## src/rtl/repeat_pulse_accel.sv

```systemverilog
// N-channel press-and-hold pulse generator: one pulse per press, then an optional
// auto-repeat whose period halves every HOLD_CYCLES until it reaches MIN_PERIOD.
module repeat_pulse_accel #(
    parameter int N_CH         = 4,
    parameter int CNT_W        = 28,
    parameter int START_PERIOD = 100000000,
    parameter int MIN_PERIOD   = 6250000,
    parameter int HOLD_CYCLES  = 200000000
) (
    input  logic            clk,
    input  logic            rst,
    input  logic [N_CH-1:0] level,
    input  logic            mode,
    output logic [N_CH-1:0] pulse,
    output logic [N_CH-1:0] fast
);

    localparam logic [CNT_W-1:0] START_P   = CNT_W'(START_PERIOD);
    localparam logic [CNT_W-1:0] MIN_P     = CNT_W'(MIN_PERIOD);
    localparam logic [CNT_W-1:0] HOLD_LAST = CNT_W'(HOLD_CYCLES - 1);
    localparam logic [CNT_W-1:0] ONE       = CNT_W'(1);

    typedef enum logic {
        IDLE,
        HELD
    } state_e;

    typedef struct packed {
        state_e            state;
        logic [CNT_W-1:0]  rep_cnt;
        logic [CNT_W-1:0]  hold_cnt;
        logic [CNT_W-1:0]  period;
    } ch_t;

    ch_t             ch_q [N_CH];
    ch_t             ch_d [N_CH];
    logic [N_CH-1:0] level_prev_q;
    logic [N_CH-1:0] pulse_q, pulse_d;
    logic [N_CH-1:0] fast_q, fast_d;

    always_comb begin
        logic [CNT_W-1:0] halved;
        // NOTE: every combinational output gets a default before any branch, so no path infers a latch.
        ch_d    = ch_q;
        pulse_d = '0;
        fast_d  = '0;
        halved  = '0;
        for (int i = 0; i < N_CH; i++) begin
            halved = ch_q[i].period >> 1;
            case (ch_q[i].state)
                IDLE: begin
                    if (level[i] && !level_prev_q[i]) begin
                        ch_d[i].state    = HELD;
                        ch_d[i].rep_cnt  = '0;
                        ch_d[i].hold_cnt = '0;
                        ch_d[i].period   = START_P;
                        pulse_d[i]       = 1'b1;
                    end
                end
                HELD: begin
                    if (!level[i]) begin
                        ch_d[i].state    = IDLE;
                        ch_d[i].rep_cnt  = '0;
                        ch_d[i].hold_cnt = '0;
                        ch_d[i].period   = START_P;
                    end else if (!mode) begin
                        // Repeat disabled: park at press values so re-enabling starts fresh.
                        ch_d[i].rep_cnt  = '0;
                        ch_d[i].hold_cnt = '0;
                        ch_d[i].period   = START_P;
                    end else begin
                        // ">=" lets a counter left above a freshly halved period fire at once.
                        if (ch_q[i].rep_cnt >= ch_q[i].period - ONE) begin
                            pulse_d[i]      = 1'b1;
                            ch_d[i].rep_cnt = '0;
                        end else begin
                            ch_d[i].rep_cnt = ch_q[i].rep_cnt + ONE;
                        end
                        if (ch_q[i].hold_cnt == HOLD_LAST) begin
                            ch_d[i].hold_cnt = '0;
                            ch_d[i].period   = (halved < MIN_P) ? MIN_P : halved;
                        end else begin
                            ch_d[i].hold_cnt = ch_q[i].hold_cnt + ONE;
                        end
                    end
                end
                default: ch_d[i].state = IDLE;
            endcase
            fast_d[i] = (ch_d[i].state == HELD) && (ch_d[i].period == MIN_P);
        end
    end

    // NOTE: sequential state uses non-blocking assignments only, so all flops update together.
    always_ff @(posedge clk) begin
        if (rst) begin
            for (int i = 0; i < N_CH; i++) begin
                ch_q[i].state    <= IDLE;
                ch_q[i].rep_cnt  <= '0;
                ch_q[i].hold_cnt <= '0;
                ch_q[i].period   <= START_P;
            end
            // All-ones history: a button held through reset must be released before it counts.
            level_prev_q <= '1;
            pulse_q      <= '0;
            fast_q       <= '0;
        end else begin
            for (int i = 0; i < N_CH; i++) begin
                ch_q[i] <= ch_d[i];
            end
            level_prev_q <= level;
            pulse_q      <= pulse_d;
            fast_q       <= fast_d;
        end
    end

    assign pulse = pulse_q;
    assign fast  = fast_q;

endmodule

```

## config.mk

```make
export PLATFORM = sky130hd
export DESIGN_NAME = repeat_pulse_accel
export DESIGN_NICKNAME = d
export VERILOG_FILES = /design/src/rtl/repeat_pulse_accel.sv
export SDC_FILE = /design/constraint.sdc
export NUM_CORES = 1
export LEC_CHECK = 0
export ABC_AREA = 1
export CORE_MARGIN = 2
export CORE_UTILIZATION = 45
export DETAILED_ROUTE_END_ITERATION = 7
export SLEW_MARGIN = 0
export SYNTH_ARGS = -nofsm -noshare
export SYNTH_HDL_FRONTEND = slang
export SYNTH_SLANG_ARGS = --single-unit
```

## constraint.sdc

```tcl
create_clock -name clk -period 4.3 [get_ports clk]
set_clock_uncertainty 0.15 [all_clocks]
set_input_delay 0.43 -clock clk [delete_from_list [all_inputs] [get_ports clk]]
set_output_delay 0.43 -clock clk [all_outputs]
set_load 0.02 [all_outputs]
```

==> impl_metrics.toml <==
[status]
status = "complete, no violations"

[critical_path]
max_stage_delay_ps = 480
crit_path_cell_trace = "nor2_1, nand2_1, nor3_2, nand3_1, nor2_1, nand4_1, nor2_1, nand3_1, xor2_1, ha_1, nand4_1, nor4_1, nand2_1, nand3_1, nor2_1, a21oi_1, nor2_1"
cp-start-kind = "flop"
path_delay_family = "simple AND/OR/NAND/NOR gates"
criticalPathCategory = "reg2reg"
arrival_ps = 4080
cpMostUsedCell = "nor2_1"
crit_path_end_kind = "flop"
worstPathMaxFanout = 15
slowest_stage = "nand3_1"
worst_ep_required_time_ps = 4600
critPathBufInv = 0

[detailed_routing]
drc_errors = 0
vias = 23700
avgViaCountPerCell = 5.15
drtIter0Drc = 1434
drt-pass1-iter-count = 8
drt_wl_total_um = 63600
drtAntennaViolNets = 0
routedWlPerCell_um = 13.8

[power_and_ir_drop]
power_density_nw_per_um2 = 279
p_leak_nw = 11.2
vdd_ir_drop_max_v = 0.000316

[logic_synthesis]
avgSynthCellArea_sq_um = 6.28
yosys-top-cells-count = "nand2_1, nor2_1, inv_1"
ys_warn_count = 0
synth_top_flop_cell = "dfxtp_1"
synth-seq-cells = 352
netlist_area_sq_um = 24500
synth.distinct_cells = 47
synth.most_common_cell = "nand2_1"
synthCells = 3895
ys_top_cells_by_area = "dfxtp_1, nand2_1, nor2_1"
async_reset_ff_share_pct = 0
syn_nets = 4026
synth.largest_area_cell = "dfxtp_1"
synth-edff-count = 0
ys_seq_area_share_pct = 28.8
synth_top_area_share_pct = 28.8

[timing]
fin_setup_tns_ps = 0
drv_slew = 0
slew-limit-headroom_pct = 46.3
max_freq_ghz = 0.264
rsz0062_at_grt = "no"
setup_ws_ps = 512
timing.final.crit_period_ps = 3790
min_period_over_period_pct = 88.1
setup_viol = 0
worstMarginPinSlew_ps = 804
hold_viol_final = 0

[floorplanning]
core_area_sq_um = 53800
fp.dieArea_sq_um = 56200
io_pins = 15
die_w_um = 237
start_util_pct = 45.5
num_rows = 85
dieHeight_um = 237

[clock_network]
clockRootBuffer = "clkbuf_16"
path_clk_slew_ps = 60
cts_buffer_depth = 3
cts_tree = "done"
htree_levels = 2
insertion_delay_ps = 590
cts_buffers = 43
clock_sinks = 352
cts_setup_buffers = 0

[global_routing]
grt_overflow = 0
antenna_found_initial = 0
grt_pass1_wl_um = 108000
grt_max_degree = 96
grt_pass1_vias = 22000
grt_use_total_pct = 22.5

[place]
dp_slack_ps = 446
gp_congestion = 0.849
port_buffers = 14
place_area_sq_um = 25200
hpwl_um = 45600

[finish]
seqCellArea_sq_um = 7050
n_antenna_cell = 0
nFillCells = 5641
postLayoutCellArea_sq_um = 26800
utilization_pct = 49.7
multi_input_area_sq_um = 15200
drive_above_1_share_pct = 6.45
nNetsFinal = 4004
areaGrowthSynthToFinish_pct = 9.34

[hold_path]
hold_path_class = "in2reg"

[job]
drv_cap = 0
==> path summary, 6_finish.rpt <==
kind	end	from	depth (start not counted)	slack, ps
worst max-delay path	ch_q[250]$_SDFFE_PP0P_	ch_q[172]$_SDFF_PP0_	17	510
worst min-delay path	ch_q[163]$_SDFFE_PP0P_	rst	2	90
worst max register to register	ch_q[250]$_SDFFE_PP0P_	ch_q[172]$_SDFF_PP0_	17	510
worst min register to register	ch_q[309]$_SDFFE_PP0P_	ch_q[309]$_SDFFE_PP0P_	2	320
==> final cells by class <==
cell class / instances / area share [%]
tap: 696 / 3.26
timing repair buffer: 47 / 1.50
clock inverter: 18 / 1.16
clock buffer: 61 / 4.54
inverter: 465 / 6.52
sequential: 352 / 26.3
multi-input combinational: 2964 / 56.7
==> power breakdown <==
part	internal, mW	switching (mW)	leakage, nW	total (mW)
Sequential	3.27	0.00588	2.84	3.28
Clock	2.45	1.53	0.736	3.98
Combinational	0.0410	0.177	7.60	0.218
==> through the flow <==
stage          cells  hold slack (ps)  total power [mW]
6_report        4603             85.4              7.47
5_1_grt         4603             88.4              7.71
4_1_cts         4603             67.5              7.57
3_5_place_dp    4524              311              3.57
3_3_place_gp    4524              308              3.57
2_1_floorplan   3895              293              3.50
==> sequential cells by signal (all words and copies together) (netlist names) <==
signal / count
pulse: 4
fast: 4
level_prev_q: 4
ch_q: 340
==> metal layers <==
metal,share of wire (%),wire (um),GRT usage (%)
met4,1.8,1120,5.66
met1,49,31100,30.7
met3,3.9,2460,2.51
met2,45,28900,38.0
met5,0,0,0
==> kinds of logic (layout without fill, tap and decap cells) <==
family / count (synthesis) / after routing / synth area share, %
AO/OA/AOI/OAI: 488 / 488 / 10.7
XOR/XNOR: 129 / 129 / 4.62
adder cells (fa/ha/maj): 124 / 124 / 6.34
buffers and inverters: 579 / 591 / 9.37
flip-flops: 352 / 352 / 28.8
AND/OR/NAND/NOR: 2223 / 2223 / 40.1
==> what timing repair did <==
action,4_1_cts,5_1_grt
gates resized for setup,0,2
setup endpoints to repair,0,7
hold buffers,0,0
==> placed cells by master (no fill, tap or decap), types with 16 or more instances in the layout <==
cell,netlist,layout
nor2_4,13,16
inv_2,28,28
nand2_1,966,966
o21ai_1,20,20
xor2_1,108,108
inv_1,434,434
nor2_1,601,596
ha_1,124,124
dfxtp_1,352,352
xnor2_1,21,21
or2_2,17,17
nor2_2,32,34
nand4_1,161,161
nor4_1,19,19
buf_4,2,32
nand2_2,19,19
nand3_1,239,237
a21oi_1,292,292
o21ai_0,103,103
nor3_1,102,102
clkbuf_16,0,43
(Power assumes the default switching activity.)
